`src/rtl/gate_tb_pkg.sv`:
```
// Shared types and helpers for the exhaustive gate test stage.
// Holds the controller state encoding and the truth-table lookup.
package gate_tb_pkg;

   typedef enum logic [1:0] {
      IDLE  = 2'd0,
      APPLY = 2'd1,
      CHECK = 2'd2,
      DONE  = 2'd3
   } state_t;

   localparam int MAX_N_IN = 6;

   // Expected gate output for input vector vec; tables narrower than 64 bits are zero-extended.
   function automatic logic exp_bit(input logic [63:0] tt, input logic [5:0] vec);
      return tt[vec];
   endfunction

endpackage

```
`src/rtl/gate_settle_timer.sv`:
```
// Settle-time down-counter: load arms it for SETTLE cycles, expire is high
// in the last cycle of the window.
module gate_settle_timer #(
   parameter int SETTLE = 1
) (
   input  logic i_clk,
   input  logic i_rst,
   input  logic i_load,
   input  logic i_en,
   output logic o_expire
);

   localparam int CW = (SETTLE > 1) ? $clog2(SETTLE) : 1;
   localparam logic [CW-1:0] LOAD_VAL = CW'(SETTLE - 1);

   logic [CW-1:0] r_cnt;

   always_ff @(posedge i_clk) begin
      if (i_rst) begin
         r_cnt <= '0;
      end else if (i_load) begin
         r_cnt <= LOAD_VAL;
      end else if (i_en && (r_cnt != '0)) begin
         r_cnt <= r_cnt - 1'b1;
      end
   end

   assign o_expire = (r_cnt == '0);

endmodule

```
`src/rtl/gate_exhaustive_tester.sv`:
```
// Drives every input vector of a small gate in ascending order, samples the gate
// after SETTLE cycles and scores each sample against the EXP_TT truth table.
module gate_exhaustive_tester
   import gate_tb_pkg::*;
#(
   parameter int                 N_IN   = 2,
   parameter logic [2**N_IN-1:0] EXP_TT = 4'b1000,
   parameter int                 SETTLE = 1
) (
   input  logic            i_clk,
   input  logic            i_rst,
   input  logic            i_start,
   output logic [N_IN-1:0] o_dut_in,
   input  logic            i_dut_out,
   output logic            o_busy,
   output logic            o_done,
   output logic            o_pass,
   output logic [N_IN:0]   o_err_cnt,
   output logic            o_first_err_valid,
   output logic [N_IN-1:0] o_first_err_vec,
   output state_t          o_state
);

   localparam int NV = 2**N_IN;
   localparam logic [N_IN-1:0] LAST_VEC = N_IN'(NV - 1);

   state_t          r_state;
   state_t          w_next;
   logic [N_IN-1:0] r_vec;
   logic [N_IN-1:0] r_dut_in;
   logic [N_IN-1:0] r_first_err_vec;
   logic [N_IN:0]   r_err_cnt;
   logic [N_IN:0]   w_err_inc;
   logic            r_first_err_valid;
   logic            r_pass;
   logic            w_load;
   logic            w_settle_en;
   logic            w_expire;
   logic            w_mismatch;

   gate_settle_timer #(.SETTLE(SETTLE)) u_settle (
      .i_clk    (i_clk),
      .i_rst    (i_rst),
      .i_load   (w_load),
      .i_en     (w_settle_en),
      .o_expire (w_expire)
   );

   assign w_mismatch = (i_dut_out != exp_bit(64'(EXP_TT), 6'(r_vec)));
   assign w_err_inc  = r_err_cnt + {{N_IN{1'b0}}, w_mismatch};

   // Handshake: start is a level request honoured only in IDLE; done is a
   // single-cycle completion pulse and the result outputs hold until the next start.
   always_comb begin
      w_next      = r_state;
      w_load      = 1'b0;
      w_settle_en = 1'b0;
      case (r_state)
         IDLE: begin
            if (i_start) begin
               w_next = APPLY;
               w_load = 1'b1;
            end
         end
         APPLY: begin
            w_settle_en = 1'b1;
            if (w_expire) w_next = CHECK;
         end
         CHECK: begin
            if (r_vec == LAST_VEC) begin
               w_next = DONE;
            end else begin
               w_next = APPLY;
               w_load = 1'b1;
            end
         end
         DONE:    w_next = IDLE;
         default: w_next = IDLE;
      endcase
   end

   always_ff @(posedge i_clk) begin
      if (i_rst) begin
         r_state           <= IDLE;
         r_vec             <= '0;
         r_dut_in          <= '0;
         r_err_cnt         <= '0;
         r_first_err_valid <= 1'b0;
         r_first_err_vec   <= '0;
         r_pass            <= 1'b0;
      end else begin
         r_state <= w_next;
         case (r_state)
            IDLE: begin
               if (i_start) begin
                  r_vec             <= '0;
                  r_dut_in          <= '0;
                  r_err_cnt         <= '0;
                  r_first_err_valid <= 1'b0;
                  r_first_err_vec   <= '0;
                  r_pass            <= 1'b0;
               end
            end
            CHECK: begin
               r_err_cnt <= w_err_inc;
               if (w_mismatch && !r_first_err_valid) begin
                  r_first_err_valid <= 1'b1;
                  r_first_err_vec   <= r_vec;
               end
               // Terminal compare precedes the increment, so vec never wraps.
               if (r_vec == LAST_VEC) begin
                  r_pass <= (w_err_inc == '0);
               end else begin
                  r_vec    <= r_vec + 1'b1;
                  r_dut_in <= r_vec + 1'b1;
               end
            end
            DONE:    r_dut_in <= '0;
            default: ;
         endcase
      end
   end

   assign o_dut_in          = r_dut_in;
   assign o_busy            = (r_state != IDLE);
   assign o_done            = (r_state == DONE);
   assign o_pass            = r_pass;
   assign o_err_cnt         = r_err_cnt;
   assign o_first_err_valid = r_first_err_valid;
   assign o_first_err_vec   = r_first_err_vec;
   assign o_state           = r_state;

endmodule

```
`config.mk`:
```
export PLATFORM = sky130hd
export DESIGN_NAME = gate_exhaustive_tester
export DESIGN_NICKNAME = d
export VERILOG_FILES = /design/src/rtl/gate_tb_pkg.sv /design/src/rtl/gate_settle_timer.sv /design/src/rtl/gate_exhaustive_tester.sv
export SDC_FILE = /design/constraint.sdc
export NUM_CORES = 1
export LEC_CHECK = 0
export CAP_MARGIN = 0
export CORE_MARGIN = 3
export CORE_UTILIZATION = 46
export DETAILED_ROUTE_END_ITERATION = 12
export PLACE_DENSITY = 0.88
export SLEW_MARGIN = 15
export SYNTH_ARGS = -nofsm -noshare
export SYNTH_HDL_FRONTEND = slang
export SYNTH_HIERARCHICAL = 1
export SYNTH_SLANG_ARGS = --single-unit
```
`constraint.sdc`:
```
create_clock -name i_clk -period 2.3 [get_ports i_clk]
set_clock_uncertainty 0.1 [all_clocks]
set_input_delay 0.23 -clock i_clk [delete_from_list [all_inputs] [get_ports i_clk]]
set_output_delay 0.23 -clock i_clk [all_outputs]
set_load 0.01 [all_outputs]
```
==> results by group <==
Power
  • Int Power: 0.0003714 W
  • Combinational share of power: approximately 11%
  • Sequential power share: 52.9%
  • P per Cell Area: 552.6 mW/mm^2
  • Total power: 0.0004806 W
  • Worst vdd ir: 0.4265 mV
  • Leak Pwr: 0.3339 nW
  • Sw Ratio: 22.71%
  • Clock share of power: 35.9%
  • Sw Pwr: between 0.0001 and 0.00015 W

Cells and area
  • Layout overhead on the synthesized area: 29.66%
  • Multi-input logic area: around 350 sq um
  • Fill count: between 100 and 150
  • Antenna fix cells: 0
  • Share of cells above drive strength 1: 9.091%
  • Register area: roughly 280 sq um
  • Nets@finish: 96

GRT
  • Largest net degree at the start of global routing: 14
  • M1 GR Usage: around 20%
  • Initial antenna violation count: 0
  • Global-route wire length before repair: approximately 2400 um
  • GRT met3 Usage: 4.878%
  • Number of global-route vias before repair: 572
  • Grt peak-use layer: met2
  • Met2 GRT Util: a little over a quarter
  • Total global routing track utilization: 16.51%
  • GRT overflow: 0

Worst setup path
  • CP Launch Point: r_vec[0]
  • Setup crit end: o_err_cnt[2]
  • Reg2Reg Setup Slack: 0.44 ns
  • Critical Path RT: around 2.4 ns
  • Critical Path AT: 1.91 ns
  • Critical path class: register to register
  • Reg2reg end: o_err_cnt[2]
  • Worst R2R Start: r_vec[0]
  • CP Launch Type: register
  • Crit path max fanout: 5
  • Setup crit end kind: register
  • R2r worst-path depth: 8

Route
  • DR vias: 583
  • Vias per cell: roughly 5.7
  • ANT nets after route: 0
  • Pre-antenna DRT Iters: 4
  • Residual DRC count: 0
  • WL per Instance: 12.41 um
  • Initial drt markers: 13
  • Final WL: 1278 um

Synth
  • Synth area leader: dfxtp_1
  • Post-Syn Nets: between 70 and 80
  • Sequential fraction of the synthesis area: 41.79%
  • Xor/xnor share of the synthesized area: 2.612%
  • Top-area cell type share of the netlist area: about two fifths
  • Synth Register Bits: 14
  • Post-synthesis simple-gate area fraction: a little under a quarter
  • Compound-cell area share of the yosys netlist: 19.59%
  • Netlist cell types: 31
  • Top post-synthesis cells by area: dfxtp_1 (42%), ha_1 (5.6%), or3b_1 (3.9%), nor2b_1 (3.7%), o21ai_0 (3.7%)
  • Largest family of logic cells by synthesized area: simple AND/OR/NAND/NOR gates
  • Mux cell area share after synthesis: between 1 and 1.5%
  • Synth Area in Adders: 5.597%
  • Synth Cell Area: between 600 and 700 sq um
  • Ys Warns: 6
  • Post-synthesis instance total: 70
  • Mean Syn Cell Area: 9.581 sq um

Clock tree
  • Postcts setup bufs: 0
  • Post-CTS Resized: 0
  • CTS buffer count: 3
  • CTS HTree Levels: 1
  • Clk buf depth: 2
  • Hold_buf cts: 0
  • Clock sink count: 14
  • CTS tree: done
  • CTS root buffer: clkbuf_4
  • Worst-path clk slew: 0.08 ns
  • Clk_lat worst skew: 0.27 ns

STA
  • Period utilization: 80.79%
  • RSZ-0062 raised after global routing: false
  • Final setup viols: 0
  • Max Clock Freq: 0.5382 GHz
  • Final Hold Viols: 0
  • Fin. max-slew vios: 0
  • Worst slew margin: 72.46%
  • Slew at the pin closest to its max-slew limit: approximately 0.4 ns
  • Final TNS setup: 0 ns
  • Setup WS post-layout: 0.4419 ns
  • Period minus WS final: 1.858 ns

Placement
  • HPWL after detailed placement: 982.5 um
  • GP Congestion: 0.7627
  • Input/output buffers: 16
  • Pre-CTS setup slack: 0.3539 ns

Run status
  • Status: finished clean

Floorplanning
  • Chip height: ~44 um
  • Die Width: 44.18 um
  • Row count: 13
  • Die area: 0.001952 sq mm
  • Core footprint: ~0.0013 sq mm
  • Num ports: 17
  • Starting Density: 50.28%

Min path
  • Hold WC Path Type: register to register

Run
  • Max-Cap Viols: 0
## critical path: stages, from the launching register on
cell     delay (ns)
dfxtp_1        0.33
ha_1           0.27
xnor2_1        0.20
inv_1          0.07
ha_1           0.18
ha_1           0.21
nor3b_1        0.14
o21ai_0        0.16
a21oi_1        0.08
## metrics by stage
step / hold slack, ns / std cells / util [%] / instance area, sq um
floorplan: 0.2042 / 70 / - / 670.6
global placement: 0.3611 / 99 / 62.48 / 833.3
detailed placement: 0.3654 / 99 / 62.48 / 833.3
CTS: 0.3862 / 103 / 65.20 / 869.6
global route: 0.4145 / 103 / 65.20 / 869.6
finish: 0.3796 / 103 / 65.20 / 869.6
## cells in the mapped netlist (all sizes together)
cell type / n
dfxtp: 14
inv: 5
o21ai: 5
nand2: 4
nor2: 4
nor2b: 4
or3b: 4
a22oi: 3
buf: 3
ha: 3
a21oi: 2
o2111ai: 2
o31ai: 2
a2bb2oi: 1
and2: 1
mux2i: 1
nand2b: 1
nand4bb: 1
nor3b: 1
nor4b: 1
o211ai: 1
o21bai: 1
o31a: 1
o41ai: 1
or2: 1
or3: 1
xnor2: 1
xor2: 1
## area by class of cell
class | instances | share of cell area [%]
inverter | 5 | 2.158
tap | 15 | 2.158
sequential | 14 | 32.23
clock buffer | 4 | 4.173
timing repair buffer | 17 | 19.28
multi-input combinational | 48 | 40.00
## flip-flops by register name, summed over array words and instances (netlist names)
register and count:
o_dut_in 2, o_first_err_valid 1, o_first_err_vec 2, o_pass 1, r_vec 2, u_settle/r_cnt 1
o_err_cnt 3, o_state 2
## cell families after synthesis
family | Yosys count
DFF | 14
muxes | 1
AOI/OAI and AO/OA | 19
xor gates and xnor gates | 2
and+or+nand+nor | 23
buffers and inverters | 8
adders and majority gates | 3
## power groups by stage
stage	sequential (W)	clock (W)	combinational [W]
detailed placement	0.000260	0	0.0000533
finish	0.000254	0.000173	0.0000534
CTS	0.000255	0.000179	0.0000535
global placement	0.000260	0	0.0000528
floorplan	0.000257	0	0.0000348
global route	0.000256	0.000197	0.0000591
## how the worst min path moves through the flow
| stage | depth (start not counted) | start | endpoint | slack [ns] |
|---|---|---|---|---|
| finish | 2 | o_dut_in[0] | o_dut_in[0] | 0.38 |
| global route | 1 | u_settle/r_cnt | u_settle/r_cnt | 0.41 |
| CTS | 2 | o_dut_in[0] | o_dut_in[0] | 0.39 |
| detailed placement | 2 | o_dut_in[0] | o_dut_in[0] | 0.37 |
| global placement | 2 | o_dut_in[0] | o_dut_in[0] | 0.36 |
| floorplan | 1 | i_rst | u_settle/r_cnt | 0.20 |
## routing by layer
layer	share of wire, %	wire [um]
met2	43	548
met3	5.0	64
met5	0	0
met4	1.8	23
met1	50	642
## placed cells by master (no fill, tap or decap), types with 2 or more instances in the layout
cell type        instances
a21oi_1                  2
a22oi_1                  3
clkbuf_4                 3
clkdlybuf4s50_1         16
dfxtp_1                 14
ha_1                     3
inv_1                    5
nand2_1                  4
nor2_1                   4
nor2b_1                  4
o2111ai_1                2
o21ai_0                  5
o31ai_1                  2
or3b_1                   3
Note: power is estimated with default switching activity, not from simulation.
